===== src/rtl/dash_entry_buffer_if.sv =====
// Bundle of entry-side controls and display-side results for dash_entry_buffer.
// With BACKSPACE_EN defined, the bundle also carries the backspace level.
interface dash_entry_buffer_if #(
    parameter int unsigned DIGITS = 4
);
    logic                  enter;
    logic                  clear;
    logic [3:0]            sw_in;
`ifdef BACKSPACE_EN
    logic                  backspace;
`endif
    logic [4*DIGITS-1:0]   char_codes;
    logic [2:0]            digit_count;
    logic                  full;
    logic                  entry_err;
    logic                  accept;

`ifdef BACKSPACE_EN
    modport master (
        output enter, clear, sw_in, backspace,
        input  char_codes, digit_count, full, entry_err, accept
    );
    modport slave (
        input  enter, clear, sw_in, backspace,
        output char_codes, digit_count, full, entry_err, accept
    );
`else
    modport master (
        output enter, clear, sw_in,
        input  char_codes, digit_count, full, entry_err, accept
    );
    modport slave (
        input  enter, clear, sw_in,
        output char_codes, digit_count, full, entry_err, accept
    );
`endif
endinterface


===== src/rtl/dash_entry_buffer.sv =====
// Calculator-style digit entry buffer feeding the dash display; empty positions show DASH_CODE.
// Optional macro BACKSPACE_EN adds a backspace input that drops the rightmost digit.
module dash_entry_buffer #(
    parameter int unsigned DIGITS    = 4,
    parameter logic [3:0]  DASH_CODE = 4'hA,
    parameter int unsigned MAX_DIGIT = 9
) (
    input logic               clk,
    input logic               reset,
    dash_entry_buffer_if.slave bus
);
    localparam int unsigned Width     = 4 * DIGITS;
    localparam logic [3:0]  MaxDigit  = 4'(MAX_DIGIT);
    localparam logic [2:0]  LastCount = 3'(DIGITS - 1);
    localparam logic [Width-1:0] AllDash = {DIGITS{DASH_CODE}};

    typedef enum logic [1:0] {StEmpty, StPartial, StFull} state_e;

    state_e             state_q, state_d;
    logic [Width-1:0]   codes_q, codes_d;
    logic [2:0]         count_q, count_d;
    logic               full_q, full_d;
    logic               accept_q, accept_d;
    logic               err_q, err_d;
    logic               enter_q;
    logic               press;

    assign press = bus.enter & ~enter_q;

`ifdef BACKSPACE_EN
    logic backspace_q;
    logic bs_press;
    assign bs_press = bus.backspace & ~backspace_q;
`endif

    always_ff @(posedge clk) begin
        if (reset) begin
            state_q  <= StEmpty;
            codes_q  <= AllDash;
            count_q  <= 3'd0;
            full_q   <= 1'b0;
            accept_q <= 1'b0;
            err_q    <= 1'b0;
            // Start high so a level held through reset is not seen as a press.
            enter_q  <= 1'b1;
`ifdef BACKSPACE_EN
            backspace_q <= 1'b1;
`endif
        end else begin
            state_q  <= state_d;
            codes_q  <= codes_d;
            count_q  <= count_d;
            full_q   <= full_d;
            accept_q <= accept_d;
            err_q    <= err_d;
            enter_q  <= bus.enter;
`ifdef BACKSPACE_EN
            backspace_q <= bus.backspace;
`endif
        end
    end

    always_comb begin
        state_d  = state_q;
        codes_d  = codes_q;
        count_d  = count_q;
        full_d   = full_q;
        accept_d = 1'b0;
        err_d    = 1'b0;

        if (bus.clear) begin
            state_d = StEmpty;
            codes_d = AllDash;
            count_d = 3'd0;
            full_d  = 1'b0;
        end
`ifdef BACKSPACE_EN
        else if (bs_press) begin
            // Backspace wins over a coincident Enter press; the press is dropped.
            if (state_q == StEmpty) begin
                err_d = 1'b1;
            end else begin
                codes_d = {DASH_CODE, codes_q[Width-1:4]};
                count_d = count_q - 3'd1;
                state_d = (count_q == 3'd1) ? StEmpty : StPartial;
                full_d  = 1'b0;
            end
        end
`endif
        else if (press) begin
            unique case (state_q)
                StEmpty, StPartial: begin
                    if (bus.sw_in <= MaxDigit) begin
                        codes_d  = {codes_q[Width-5:0], bus.sw_in};
                        count_d  = count_q + 3'd1;
                        state_d  = (count_q == LastCount) ? StFull : StPartial;
                        full_d   = (count_q == LastCount);
                        accept_d = 1'b1;
                    end else begin
                        err_d = 1'b1;
                    end
                end
                StFull:  err_d = 1'b1;
                default: err_d = 1'b0;
            endcase
        end
    end

    assign bus.char_codes  = codes_q;
    assign bus.digit_count = count_q;
    assign bus.full        = full_q;
    assign bus.accept      = accept_q;
    assign bus.entry_err   = err_q;

endmodule


===== src/flat_wrapper.sv =====
// flat-port wrapper written by rule: the top's interface ports become plain ports
module dash_entry_buffer_flat 
#(
    parameter int unsigned DIGITS    = 4,
    parameter logic [3:0]  DASH_CODE = 4'hA,
    parameter int unsigned MAX_DIGIT = 9
)
  (clk, reset, bus_enter, bus_clear, bus_sw_in, bus_char_codes, bus_digit_count, bus_full, bus_entry_err, bus_accept);
  dash_entry_buffer_if #(.DIGITS(DIGITS)) bus_i ();
  input logic clk;
  input logic reset;
  input wire logic [$bits(bus_i.enter)-1:0] bus_enter;
  input wire logic [$bits(bus_i.clear)-1:0] bus_clear;
  input wire logic [$bits(bus_i.sw_in)-1:0] bus_sw_in;
  output wire logic [$bits(bus_i.char_codes)-1:0] bus_char_codes;
  output wire logic [$bits(bus_i.digit_count)-1:0] bus_digit_count;
  output wire logic [$bits(bus_i.full)-1:0] bus_full;
  output wire logic [$bits(bus_i.entry_err)-1:0] bus_entry_err;
  output wire logic [$bits(bus_i.accept)-1:0] bus_accept;
  assign bus_i.enter = bus_enter;
  assign bus_i.clear = bus_clear;
  assign bus_i.sw_in = bus_sw_in;
  assign bus_char_codes = bus_i.char_codes;
  assign bus_digit_count = bus_i.digit_count;
  assign bus_full = bus_i.full;
  assign bus_entry_err = bus_i.entry_err;
  assign bus_accept = bus_i.accept;
  dash_entry_buffer #(.DIGITS(DIGITS), .DASH_CODE(DASH_CODE), .MAX_DIGIT(MAX_DIGIT)) u_core (.clk(clk), .reset(reset), .bus(bus_i));
endmodule

===== config.mk =====
export PLATFORM = sky130hd
export DESIGN_NAME = dash_entry_buffer_flat
export DESIGN_NICKNAME = d
export VERILOG_FILES = /design/src/rtl/dash_entry_buffer_if.sv /design/src/rtl/dash_entry_buffer.sv /design/src/flat_wrapper.sv
export SDC_FILE = /design/constraint.sdc
export NUM_CORES = 1
export LEC_CHECK = 0
export ABC_AREA = 1
export CORE_ASPECT_RATIO = 0.9
export CORE_UTILIZATION = 44
export CTS_BUF_LIST = sky130_fd_sc_hd__clkbuf_8
export CTS_CLUSTER_DIAMETER = 120
export DETAILED_ROUTE_END_ITERATION = 16
export GPL_TIMING_DRIVEN = 1
export PLACE_DENSITY = 0.87
export SKIP_CTS_REPAIR_TIMING = 1
export SYNTH_ARGS = -nofsm -noshare
export SYNTH_HDL_FRONTEND = slang
export SYNTH_SLANG_ARGS = --single-unit

===== constraint.sdc =====
create_clock -name clk -period 1 [get_ports clk]
set_input_delay 0.2 -clock clk [delete_from_list [all_inputs] [get_ports clk]]
set_output_delay 0.2 -clock clk [all_outputs]
set_load 0.01 [all_outputs]

==> summary.txt <==
crit path kind - flip-flop to flip-flop
share of cells above drive strength 1 - 28.9%
Slew headroom - 85.6%
Final #Nets - 205
unrepaired setup endpoints after global routing - yes
most frequent cell on the critical path - ha_4
Critical Path End Type - flip-flop
CP max-delay cell - dfxtp_4
grt total ovfl - 0
first-pass GRT wire length - 4800 microns
Initial DRC Count - 63
Worst VDD drop - 1.28 mV
final hold violations - 0
Setup crit start kind - flip-flop
Met1 Routed Length - 1330 microns
Worst EP arrival - 1.36 ns
post-route clock period utilization - 116%
Cells after DPL - 212
initial antenna violation count - 0
Compound-Gate Fraction of Synth Area - 2.46%
syn_nets - 157
most numerous cell in the Yosys netlist - nand2_1
H-Tree Depth - 1
Antenna Nets Post-Route - 0
multiplexer area fraction after synthesis - 0%
prevailing post-synth register cell - dfxtp_1
die width - 53.9 microns
largest net degree at the start of global routing - 14
failing checks - setup timing
vias post-DR - 1200
Fillers - 142
final wirelength - 3570 microns
top cells by area, synth - dfxtp_1 45%, nand4_1 12%, nand2_1 11%
CP max FO - 3
status - finished with violations
Clock Path Buffers - 2
met3 wire length - 232 microns
Initial Utilization - 48.0%
Final min period - 1.16 ns
CP peak stage delay - 0.37 ns
pre-CTS WS - -0.538 ns
Avg WL per Cell - 16.2 microns
HPWL after DPL - 2210 microns
Synth Area in XOR/XNOR - 0%
final cell count without fillers - 221
# rows - 16
Synth area leader - dfxtp_1
Commonest cells post-synth - 32 x nand2_1, 27 x inv_1, 24 x dfxtp_1
share of flip-flops with an asynchronous set or reset - 0%
synthesized instance count - 147
Worst Clk Skew - 0.00331 ns
CP required - 1.20 ns
Final Core Density - 75.8%
Global Route Usage Sum - 25.4%
max_cap viols - 0
flop2flop setup slack - -0.16 ns
Multi-input gate area - 483 sq um
worst path bufs/invs - 0
met2 WL - 1770 microns
antenna diode instance count - 0
Ports - 30
Hold Crit Class - input pin to flip-flop
post-synthesis simple-gate area fraction - 34.0%
die height - 48.7 microns
vias in the first global route - 1140
Worst path top cell family by delay - simple AND/OR/NAND/NOR gates
clk_lat worst skew - 0.27 ns
Lkg Pwr - 0.947 nW
main combinational cell family by area after synthesis - simple AND/OR/NAND/NOR gates
drt pass-1 iters - 4
power per cell area - 1090 mW/mm^2
clock buffer count from CTS - 3
f_max - 860 MHz
Layout Area Growth over Synthesis - 58.0%
Clock Sink Count - 24
Clock Pin Slew Worst Setup and Hold Paths - 0.08 ns
core area - 0.00222 sq mm
Setup violations, final - 22
Tightest Pin Transition - 0.216 ns
number of synthesized flops with an enable pin - 0
Top Metal Used - met4
Synth cell types - 17
top-area cell type share of the netlist area - 45.1%
Final WS setup - -0.162 ns
YS warnings - 0
FF+latch count, synth - 24
CTS root buffer - clkbuf_8
# DRC - 0
TNS Setup - -0.999 ns
sequential-to-total area share from yosys stat - 45.1%
Adder-Cell Fraction of Synth Area - 2.35%
GP Congestion - 0.785
routed vias/inst - 5.43
total power - 0.00184 W
number of buffers added on ports - 29
CTS tree - built
CP Cell Sequence - ha_4, ha_4, nand4_1, nand2_1, nor2_1
FF+latch area - 490 sq um
post-synthesis cell area - 0.00107 sq mm
syn_area_per_cell - 7.25 sq um
die area - 0.00262 sq mm
Slew Viols, Final - 0
path summary, 6_finish.rpt:
kind	start	cells past startpoint	to
setup / recovery	u_core.bus.digit_count[1]	5	u_core.state_q[0]
hold / removal	bus_enter	2	u_core.enter_q
setup reg to reg	u_core.bus.digit_count[1]	5	u_core.state_q[0]
hold reg to reg	u_core.bus.char_codes[13]	2	u_core.bus.char_codes[13]
per-layer routing:
layer | vias up | track usage [%]
met1 | 555 | 27.0
met4 | 0 | 15.8
met5 | - | 0
li1 | 555 | -
met2 | 64 | 43.6
met3 | 26 | 5.35
area by class of cell:
cell class,instances,share of cell area [%]
clock buffer,3,2.45
multi-input combinational,83,28.7
sequential,24,29.1
inverter,30,6.84
tap,27,2.01
timing repair buffer,53,30.7
clock inverter,1,0.223
metrics by stage:
| step | hold slack, ns | instance area [sq um] |
|---|---|---|
| 6_report | 0.170 | 1680 |
| 3_5_place_dp | 0.458 | 1500 |
| 4_1_cts | 0.479 | 1550 |
| 3_3_place_gp | 0.444 | 1500 |
| 2_1_floorplan | 0.304 | 1100 |
| 5_1_grt | 0.175 | 1680 |
flip-flops by register name, summed over array words and instances (netlist names):
name / count
u_core.bus.char_codes: 16
u_core.bus.digit_count: 3
u_core.bus.accept: 1
u_core.bus.entry_err: 1
u_core.bus.full: 1
u_core.enter_q: 1
u_core.state_q: 1
logic make-up (layout without fill, tap and decap cells):
family          after synthesis  after routing
compound gates                4              4
fa+ha+maj                     2              2
simple gates                 77             77
buf+inv                      40             87
flops                        24             24
report_power, final:
group | total [W] | leakage (nW) | switching [W] | internal [W]
sequential | 0.000978 | 0.196 | 0.0000101 | 0.000967
combinational | 0.000276 | 0.724 | 0.000149 | 0.000127
clock | 0.000589 | 0.0269 | 0.000314 | 0.000275
placed cells by master, fill, tap and decap left out:
master	Yosys	routed
a21oi_1	2	1
a21oi_2	0	1
buf_4	0	15
buf_6	2	9
clkbuf_2	0	7
clkbuf_8	0	3
clkdlybuf4s50_1	0	3
dfxtp_1	24	20
dfxtp_2	0	2
dfxtp_4	0	2
dlymetal6s2s_1	0	19
ha_4	0	2
inv_1	27	26
inv_2	3	4
inv_4	0	1
nand2_1	32	29
nand2_2	0	1
nand2_4	0	2
nand3_1	8	8
nand3_2	1	1
nand4_1	20	20
nor2_1	13	11
nor2_2	2	2
nor2_4	0	2
o211ai_1	1	1
o21ai_4	0	1
or2_2	1	1
(Power assumes the default switching activity.)
==> edit, RTL diff (config.mk and constraints unchanged) <==
`DIGITS` is set to 4 in 3 places; all go to 3.
--- a/src/rtl/dash_entry_buffer_if.sv
+++ b/src/rtl/dash_entry_buffer_if.sv
@@ -1,7 +1,7 @@
 // Bundle of entry-side controls and display-side results for dash_entry_buffer.
 // With BACKSPACE_EN defined, the bundle also carries the backspace level.
 interface dash_entry_buffer_if #(
-    parameter int unsigned DIGITS = 4
+    parameter int unsigned DIGITS = 3
 );
     logic                  enter;
     logic                  clear;
--- a/src/rtl/dash_entry_buffer.sv
+++ b/src/rtl/dash_entry_buffer.sv
@@ -1,7 +1,7 @@
 // Calculator-style digit entry buffer feeding the dash display; empty positions show DASH_CODE.
 // Optional macro BACKSPACE_EN adds a backspace input that drops the rightmost digit.
 module dash_entry_buffer #(
-    parameter int unsigned DIGITS    = 4,
+    parameter int unsigned DIGITS    = 3,
     parameter logic [3:0]  DASH_CODE = 4'hA,
     parameter int unsigned MAX_DIGIT = 9
 ) (
--- a/src/flat_wrapper.sv
+++ b/src/flat_wrapper.sv
@@ -1,7 +1,7 @@
 // flat-port wrapper written by rule: the top's interface ports become plain ports
 module dash_entry_buffer_flat 
 #(
-    parameter int unsigned DIGITS    = 4,
+    parameter int unsigned DIGITS    = 3,
     parameter logic [3:0]  DASH_CODE = 4'hA,
     parameter int unsigned MAX_DIGIT = 9
 )
Ports: changed (resized bus_char_codes); port bits go from 30 to 26. The function was not compared with the original's and may differ.
==> edit against the original RTL <==
  * The run still ends with setup timing left
  * Sequential cell count down 4
  * Core utilization increased by 3.9 points
  * Total power fell by 11%
  * Synthesized area fell by 19%
  * Setup slack improved by 0.023 ns
  * Wire length decreased by 32%
  * Sequential power decreased by 17%
  * Hold slack better by 0.027 ns
  * Cell area decreased by 17%
  * Die area down 18%
  * Largest cell class unchanged
  * Highest routed layer unchanged
==> edit: results <==
export IMPL_ir_worst_vdd_mv=1.218
export IMPL_layout_clock_buffers=4
export IMPL_buffers_excl_clock=48
export IMPL_setup_viol=18
export IMPL_critical_path_arrival_ns=1.33
export IMPL_dpl_cell_count=175
export IMPL_use_met2_pct=40.28
export IMPL_switching_share_pct=23.25
export IMPL_pwr_share_comb_pct=12.4
export IMPL_drive_gt1_share_pct=30.13
export IMPL_drt_met1_wl_um=934
export IMPL_layout_nets=167
export IMPL_global_route_usage_total_pct=20.92
export IMPL_grt_pass1_vias=820
export IMPL_violated_checks="setup timing"
export IMPL_synth_cell_types=20
export IMPL_layout_clock_cell_area_share_pct=3.943
export IMPL_rr_worst_depth=7
export IMPL_via_total_after_detailed_routing=909
export IMPL_n_all_inverters=8
export IMPL_grt_max_degree=16
export IMPL_slowest_delay_ns=0.31
export IMPL_use_met3_pct=5.498
export IMPL_syn_nets=117
export IMPL_numClockSinks=20
export IMPL_worst_clock_skew_ns=0.002888
export IMPL_yosys_top_cells_area="dfxtp_1 (46%), nand2_1 (9.6%), nand3_1 (8.7%)"
export IMPL_post_synth_most_frequent_cells="nand2_1 (22), dfxtp_1 (20), nor2_1 (20)"
export IMPL_flip_flop_count_of_the_largest_register_all_copies_and_words_added=12
export IMPL_seq_area_share_pct=28.85
export IMPL_final_critical_path_setup_slack_ns=-0.1391
export IMPL_transition_time_at_the_pin_with_the_least_slew_margin_ns=0.2806
export IMPL_finalWeightedCongestion=0.7966
export IMPL_outcome="finished, violations left"
export IMPL_cp_startpoint="u_core.enter_q"
export IMPL_postRouteWirelength_um=2417
export IMPL_wire_length_of_the_first_global_routing_pass_um=3360
export IMPL_count_of_input_and_output_buffers=25
export IMPL_slowest_stage="dfxtp_1"
export IMPL_dpl_hpwl_um=1478
export IMPL_multi_input_area_sq_um=407.9
export IMPL_grt_util_met1_pct=22.10
-- edit: cell count changes after synthesis, sizes merged, moves of 2 or more --
| cell | delta |
|---|---|
| nand3 | +7 |
| nor2 | +6 |
| nand3b | +5 |
| inv | -22 |
| dfxtp | -4 |
| nand2 | -7 |
| nand4 | -20 |
| clkbuf | -2 |
| buf | -4 |
-- edit: stage by stage --
step                      setup WS, ns  power (W)    TNS, ns  instance area [sq um]  hold WS, ns
after floorplan              -0.001498  0.0009339  -0.001498                  869.6       0.3038
after global placement         -0.4052   0.001018     -7.417                   1275       0.4787
after detailed placement       -0.4648   0.001023     -8.194                   1275       0.4838
after CTS                      -0.3584   0.001635     -8.631                   1330       0.4972
after global routing           -0.2077   0.001703     -2.726                   1396       0.2210
final                          -0.1391   0.001643     -1.514                   1396       0.1972
